<file path="src/rtl/cpu_pkg.sv">
// Shared CPU definitions: datapath widths, reset PC default, NOP encoding and the
// fetch queue entry layout.
package cpu_pkg;

  localparam int unsigned ADDR_W  = 32;
  localparam int unsigned INSTR_W = 32;

  localparam logic [ADDR_W-1:0]  DEFAULT_RESET_PC = 32'h0000_0000;
  localparam logic [INSTR_W-1:0] NOP_INSTR        = 32'h0000_0000;

  typedef struct packed {
    logic [ADDR_W-1:0]  pc;
    logic [INSTR_W-1:0] instr;
    logic               filled;
  } fetch_entry_t;

endpackage

</file>
<file path="src/rtl/fetch_queue.sv">
// Fetch queue: slot storage plus alloc/fill/rd pointers (wrap-bit style) and flush.
// Slots are reserved at request time and filled in order as responses return.
module fetch_queue
  import cpu_pkg::*;
#(
  parameter int unsigned Depth = 2,
  localparam int unsigned PtrW = $clog2(Depth) + 1
) (
  input  logic               clk_i,
  input  logic               rst_i,
  input  logic               flush_i,
  input  logic               alloc_i,
  input  logic [ADDR_W-1:0]  alloc_pc_i,
  input  logic               fill_i,
  input  logic [INSTR_W-1:0] fill_instr_i,
  input  logic               pop_i,
  output logic               head_valid_o,
  output logic [ADDR_W-1:0]  head_pc_o,
  output logic [INSTR_W-1:0] head_instr_o,
  output logic [PtrW-1:0]    count_o,
  output logic [PtrW-1:0]    inflight_o
);

  localparam int unsigned IdxW = PtrW - 1;

  fetch_entry_t    slots_q [Depth];
  fetch_entry_t    slots_d [Depth];
  logic [PtrW-1:0] alloc_q, alloc_d;
  logic [PtrW-1:0] fill_q, fill_d;
  logic [PtrW-1:0] rd_q, rd_d;
  logic [IdxW-1:0] alloc_idx, fill_idx, rd_idx;

  assign alloc_idx = alloc_q[IdxW-1:0];
  assign fill_idx  = fill_q[IdxW-1:0];
  assign rd_idx    = rd_q[IdxW-1:0];

  always_comb begin
    slots_d = slots_q;
    alloc_d = alloc_q;
    fill_d  = fill_q;
    rd_d    = rd_q;
    if (alloc_i) begin
      slots_d[alloc_idx].pc     = alloc_pc_i;
      slots_d[alloc_idx].instr  = NOP_INSTR;
      slots_d[alloc_idx].filled = 1'b0;
      alloc_d                   = alloc_q + PtrW'(1);
    end
    if (fill_i) begin
      slots_d[fill_idx].instr  = fill_instr_i;
      slots_d[fill_idx].filled = 1'b1;
      fill_d                   = fill_q + PtrW'(1);
    end
    // Pop after fill: a slot filled and consumed in one cycle ends up clear.
    if (pop_i) begin
      slots_d[rd_idx].filled = 1'b0;
      rd_d                   = rd_q + PtrW'(1);
    end
    if (flush_i) begin
      alloc_d = '0;
      fill_d  = '0;
      rd_d    = '0;
      for (int i = 0; i < int'(Depth); i++) begin
        slots_d[i].filled = 1'b0;
      end
    end
  end

  always_ff @(posedge clk_i or posedge rst_i) begin
    if (rst_i) begin
      for (int i = 0; i < int'(Depth); i++) begin
        slots_q[i] <= '0;
      end
      alloc_q <= '0;
      fill_q  <= '0;
      rd_q    <= '0;
    end else begin
      slots_q <= slots_d;
      alloc_q <= alloc_d;
      fill_q  <= fill_d;
      rd_q    <= rd_d;
    end
  end

  assign head_valid_o = slots_q[rd_idx].filled && (alloc_q != rd_q);
  assign head_pc_o    = slots_q[rd_idx].pc;
  assign head_instr_o = slots_q[rd_idx].instr;
  assign count_o      = alloc_q - rd_q;
  assign inflight_o   = alloc_q - fill_q;

endmodule

</file>
<file path="src/rtl/fetch_stage.sv">
// MIPS instruction fetch stage: PC, request gating, wrong-path discard and the fetch queue.
// Optional FETCH_BYPASS_EN forwards a response straight to ID when the queue is empty.
module fetch_stage
  import cpu_pkg::*;
#(
  parameter logic [ADDR_W-1:0] RESET_PC    = DEFAULT_RESET_PC,
  parameter int unsigned       QUEUE_DEPTH = 2
) (
  input  logic               clk_i,
  input  logic               rst_i,
  output logic               imem_req_valid_o,
  input  logic               imem_req_ready_i,
  output logic [ADDR_W-1:0]  imem_req_addr_o,
  input  logic               imem_rsp_valid_i,
  input  logic [INSTR_W-1:0] imem_rsp_data_i,
  input  logic               redirect_valid_i,
  input  logic [ADDR_W-1:0]  redirect_pc_i,
  output logic               id_valid_o,
  input  logic               id_ready_i,
  output logic [INSTR_W-1:0] id_instr_o,
  output logic [ADDR_W-1:0]  id_pc_o,
  output logic [ADDR_W-1:0]  id_pc_plus4_o
);

  localparam int unsigned     PtrW     = $clog2(QUEUE_DEPTH) + 1;
  localparam logic [PtrW-1:0] DepthCnt = PtrW'(QUEUE_DEPTH);
  localparam int unsigned     DiscW    = 8;

  logic [ADDR_W-1:0]  pc_q, pc_d;
  logic [DiscW-1:0]   discard_q, discard_d;
  logic               req_fire, rsp_drop, rsp_write, pop, bypass;
  logic               head_valid;
  logic [ADDR_W-1:0]  head_pc;
  logic [INSTR_W-1:0] head_instr;
  logic [PtrW-1:0]    count, inflight;

  assign imem_req_valid_o = !rst_i && !redirect_valid_i && (count < DepthCnt);
  assign imem_req_addr_o  = pc_q;
  assign req_fire         = imem_req_valid_o && imem_req_ready_i;

  // A response with nothing outstanding is a protocol violation and is ignored.
  assign rsp_drop  = redirect_valid_i || (discard_q != '0) || (inflight == '0);
  assign rsp_write = imem_rsp_valid_i && !rsp_drop;

`ifdef FETCH_BYPASS_EN
  // count == inflight means rd == fill: no filled entry is waiting ahead of this one.
  assign bypass = rsp_write && (count == inflight);
`else
  assign bypass = 1'b0;
`endif

  assign id_valid_o    = head_valid || bypass;
  assign id_pc_o       = id_valid_o ? head_pc : '0;
  assign id_pc_plus4_o = id_pc_o + 32'd4;
  assign pop           = id_valid_o && id_ready_i;

  always_comb begin
    id_instr_o = NOP_INSTR;
    if (head_valid) begin
      id_instr_o = head_instr;
    end else if (bypass) begin
      id_instr_o = imem_rsp_data_i;
    end
  end

  always_comb begin
    pc_d      = pc_q;
    discard_d = discard_q;
    if (redirect_valid_i) begin
      pc_d = redirect_pc_i & 32'hFFFF_FFFC;
      // Pending discards are kept; a response arriving now is dropped and retires one.
      discard_d = discard_q + DiscW'(inflight)
                - DiscW'(imem_rsp_valid_i && ((discard_q != '0) || (inflight != '0)));
    end else begin
      if (req_fire) begin
        pc_d = pc_q + 32'd4;
      end
      if (imem_rsp_valid_i && (discard_q != '0)) begin
        discard_d = discard_q - DiscW'(1);
      end
    end
  end

  always_ff @(posedge clk_i or posedge rst_i) begin
    if (rst_i) begin
      pc_q      <= RESET_PC;
      discard_q <= '0;
    end else begin
      pc_q      <= pc_d;
      discard_q <= discard_d;
    end
  end

  fetch_queue #(
    .Depth(QUEUE_DEPTH)
  ) u_queue (
    .clk_i        (clk_i),
    .rst_i        (rst_i),
    .flush_i      (redirect_valid_i),
    .alloc_i      (req_fire),
    .alloc_pc_i   (pc_q),
    .fill_i       (rsp_write),
    .fill_instr_i (imem_rsp_data_i),
    .pop_i        (pop),
    .head_valid_o (head_valid),
    .head_pc_o    (head_pc),
    .head_instr_o (head_instr),
    .count_o      (count),
    .inflight_o   (inflight)
  );

endmodule

</file>
<file path="config.mk">
export PLATFORM = sky130hd
export DESIGN_NAME = fetch_stage
export DESIGN_NICKNAME = d
export VERILOG_FILES = /design/src/rtl/cpu_pkg.sv /design/src/rtl/fetch_queue.sv /design/src/rtl/fetch_stage.sv
export SDC_FILE = /design/constraint.sdc
export NUM_CORES = 1
export LEC_CHECK = 0
export BUFFER_PORTS_ARGS = -buffer_cell sky130_fd_sc_hd__buf_4
export CAP_MARGIN = 5
export CORE_AREA = 5 5 131 133
export DETAILED_ROUTE_END_ITERATION = 10
export DIE_AREA = 0 0 136 138
export GPL_TIMING_DRIVEN = 0
export PLACE_DENSITY = 0.85
export SLEW_MARGIN = 20
export SYNTH_ARGS = -nofsm -noshare
export SYNTH_HDL_FRONTEND = slang
export SYNTH_SLANG_ARGS = --single-unit
</file>
<file path="constraint.sdc">
create_clock -name clk_i -period 16.11 [get_ports clk_i]
set_input_delay 1.611 -clock clk_i [delete_from_list [all_inputs] [get_ports clk_i]]
set_output_delay 1.611 -clock clk_i [all_outputs]
set_load 0.01 [all_outputs]
</file>
==> metrics list <==
- Class of the tightest hold or removal check: reg -> reg
* Net count, final: about 1200
- TritonCTS built the clock tree.
- Wire length reported by the detailed router: 27200 um
- Dividing the final minimum period by the clock period gives 36.33%.
- Across the run, the number of max-cap violations was 0.
* Actual slew at the worst max-slew pin: ~0.65 ns
- RSZ-0062 raised after global routing: false
* Number of global-route vias before repair: between 8000 and 9000
- The post-route netlist has between 20% and 30% of its cells at a drive strength greater than 1.
- Counting distinct cell types in the post-synthesis netlist gives 58.
* Cell with the most instances after synthesis: sky130_fd_sc_hd__dfrtp_1
- Synth async-reset ratio: 100.0%
- Netlist Area Pre-Place: just over 9000 um2
- Share of the synthesized area in compound gates (AO/OA/AOI/OAI): roughly 14%
- Prior to clock tree synthesis, the placed netlist has a worst setup slack of 10.81 ns.
* Setup Fix Bufs, Post-CTS: 0
- Power Density: about 100 nW/um2
* Arrival time of the worst setup path: about 4.2 ns
* Largest buffer count on any clock path: 2
- Fraction of power spent switching nets: between 30% and 40%
- Number of clock sinks: between 150 and 200
- Once the clock tree was built, the resizer swapped 0 gates to a different size.
- IR analysis of the VDD net gives a maximum drop of approximately 0.00011 V.
* Final max-slew violation count: 0
* Worst setup skew after layout: roughly 0.0091 ns
* Number of hold violations in the final report: 0
- STA classifies the critical path startpoint as a flip-flop.
- Antenna violations before repair: 0
- Post-route standard cell area excluding fillers: between 10000 and 15000 um2
- After clock tree synthesis, the flow added hold-fix buffers numbering 0.
* Num CTS Buffers: 17
- Synthesis Warnings: 0
- Sum of negative setup slack: 0 ns
* Diodes inserted: 0
- Net Switching: ~390 uW
* Stage delay of the slowest cell on the critical path: slightly above 0.5 ns
- Max stage delay cell, worst path: sky130_fd_sc_hd__a211oi_2
* Reg clk slew, reported paths: 0.07 ns
* Required time reported for the critical path endpoint: ~15 ns
- The smallest clock period supported by the final layout is computed as between 5 and 6 ns.
* Simple logic cell fraction of the synthesized area: 13.89%
- Of the total synthesized cell area, the portion taken by full adders, half adders and majority gates is ~3%.
* Global-route wire length before repair: approximately 44000 um
- Depth of the CTS H-tree: 4
- The run finished with clean final reports.
- In this run the worst path has a maximum fanout of 10.
* All-Layer GR Usage: between 20% and 30%
- Worst hold margin: roughly 0.5 ns
- Die height: ~140 um
- By instance count, the cell type seen most on the critical path is sky130_fd_sc_hd__buf_2.
* Share of power burned in the clock network: between 30% and 40%
- In this run the horizontal extent of the chip is 136 um.
- Placed cell areas: ~11000 um2
* Timing-limited maximum frequency: 170.8 MHz
* Number of optimization iterations in the first detailed-route pass: 5
* Top cells by instance count after synthesis: sky130_fd_sc_hd__dfrtp_1, sky130_fd_sc_hd__nor2_1, sky130_fd_sc_hd__nand2_1, sky130_fd_sc_hd__a22o_1, sky130_fd_sc_hd__mux2i_1
- Sum of buffers and inverters on the critical path: 6
- Traced cell by cell, the critical path runs through inv_1, ha_1, a21o_1, buf_2, buf_2, buf_2, nor2_1, ha_1, inv_1, a211oi_2, nand4_1, nor4_2, xor2_1, buf_4.
* Largest cells by area after synthesis: sky130_fd_sc_hd__dfrtp_1, sky130_fd_sc_hd__mux2_1, sky130_fd_sc_hd__mux2i_1
- WL/cell: a little over 20 um
- Later-pin clock latency in the skew report: 0.43 ns
* Worst slew margin relative to its limit: between 50 and 60%
* Part of the total power dissipated in combinational logic: roughly 23%
- Fin worst setup slack: 10.26 ns
- STA classifies the critical path endpoint as an output port.
* Post-synthesis sequential area ratio: between 40 and 50%
* Count of port buffers added during placement: 190
* Number of enable-type register cells in the synthesized netlist: 0
- CTS placed an instance of sky130_fd_sc_hd__clkbuf_16 at the clock tree root.
- The internal portion of the total power is a little over 800 uW.
- Detailed placement HPWL: 19850 um
- The share of synthesized area in the top cell type comes to approximately 46%.
- At the end of routability-driven placement, the weighted congestion stood at between 0.9 and 1.
- The biggest area contributor in the post-synthesis netlist is sky130_fd_sc_hd__dfrtp_1.
* Prevailing post-synth register cell: sky130_fd_sc_hd__dfrtp_1
* CP Class: reg -> out
* Initial core utilization: around 59%
- By area, the combinational part of the netlist is dominated by compound AO/OA/AOI/OAI gates.
- DRC violation count after routing: 0
- Setup-failing EPs final: 0
* Filler cell count: 1111
* Largest net degree at the start of global routing: 87
* DR iter-0 viols: 836
* Mean post-synth cell area: ~10 um2
* Top-Level Pins: 200
* Synth Area in XOR/XNOR: under 10%
- Die outline area: 18770 um2
- Summed over all cells, the static leakage comes to 5.369 nW.
* Row cnt: between 40 and 50
- The floorplan step defined a core boundary enclosing ~16000 um2.
- Portion of total power attributed to sequential cells: between 40% and 50%
- Total global routing overflow: 0
- Yosys reg bits: 170
- Compared with the post-synthesis result, the final layout area differs by 24.96%.
- Family of cells with the greatest summed delay on the critical path: buffers and inverters
- Synthesis handed over a netlist of just under 900 instances.
- Multiplexer share of the synthesized area: between 10% and 20%
- Design Power: 1.196 mW
* Count of nets left with antenna violations after detail routing: 0
- Detail-routed via count per cell: roughly 6
- Vias: slightly above 8000
[per-stage QoR]
stage          util (%)  cells
2_1_floorplan         -    893
3_3_place_gp      69.90   1299
3_5_place_dp      70.12   1300
4_1_cts           73.71   1332
5_1_grt           73.71   1332
6_report          73.71   1332
[flip-flops by register name, indices dropped and copies added, names as in the netlist]
name	flops
u_queue.slots_q	126
u_queue.rd_q	2
imem_req_addr_o	30
u_queue.fill_q	2
discard_q	8
u_queue.alloc_q	2
[routing by layer]
| metal | vias up | global-route usage, % | wire length (um) |
|---|---|---|---|
| met3 | 66 | 5.842 | 2388 |
| met5 | - | 0 | 0 |
| li1 | 3627 | - | - |
| met1 | 4021 | 40.53 | 11110 |
| met4 | 0 | 9.337 | 775 |
| met2 | 481 | 45.71 | 12930 |
[placed cells by master (no fill, tap or decap), drive strengths merged, types with 4 or more instances in the layout]
cell and instances:
nor3b 4, dfrtp 170, nand4 17, conb 6
nor4 6, clkinvlp 4, a211oi 4, and4 5
a31oi 8, clkinv 6, a21oi 21, xnor2 31
o21ai 37, a221o 9, ha 21, o311ai 15
mux2 59, and2 8, xor2 15, nand3b 4
and3 10, mux2i 60, nand2 71, clkbuf 29
o211ai 6, a22o 64, nor2b 4, nor3 9
inv 35, nor2 93, buf 238, nand3 27
[power by group through the flow]
stage,combinational [mW],clock (mW),sequential [mW]
finish,0.271,0.391,0.533
CTS,0.271,0.393,0.530
floorplan,0.195,0,0.523
global route,0.306,0.412,0.539
detailed placement,0.269,0,0.538
global placement,0.258,0,0.534
[kinds of logic after synthesis]
kind of cell    after synthesis
simple gates                264
compound gates              176
flops                       170
mux                         119
buf+inv                      89
xor+xnor                     47
fa+ha+maj                    22
other cells                   1
[worst paths after layout]
path / startpoint / to / slack, ns / cells past startpoint
min: u_queue.slots_q[64] / u_queue.slots_q[64] / 0.49 / 1
min in group asynchronous: rst_i / discard_q[3] / 1.27 / 2
max reg2reg: discard_q[4] / discard_q[6] / 12.67 / 16
max: u_queue.alloc_q[0] / id_pc_plus4_o[30] / 10.26 / 14
min reg2reg: u_queue.slots_q[64] / u_queue.slots_q[64] / 0.49 / 1
max in group asynchronous: rst_i / u_queue.slots_q[105] / 14.02 / 3
[final cells by class]
class	count	area (um2)	area share [%]
Buffer	59	312.8	2.701
Clock inverter	15	137.6	1.188
Sequential cell	170	4254	36.73
Timing Repair Buffer	191	1454	12.55
Clock buffer	17	425.4	3.673
Tap cell	216	270.3	2.334
Multi-Input combinational cell	634	4607	39.78
Inverter	30	120.1	1.037
Power figures use the tool's default switching activity.
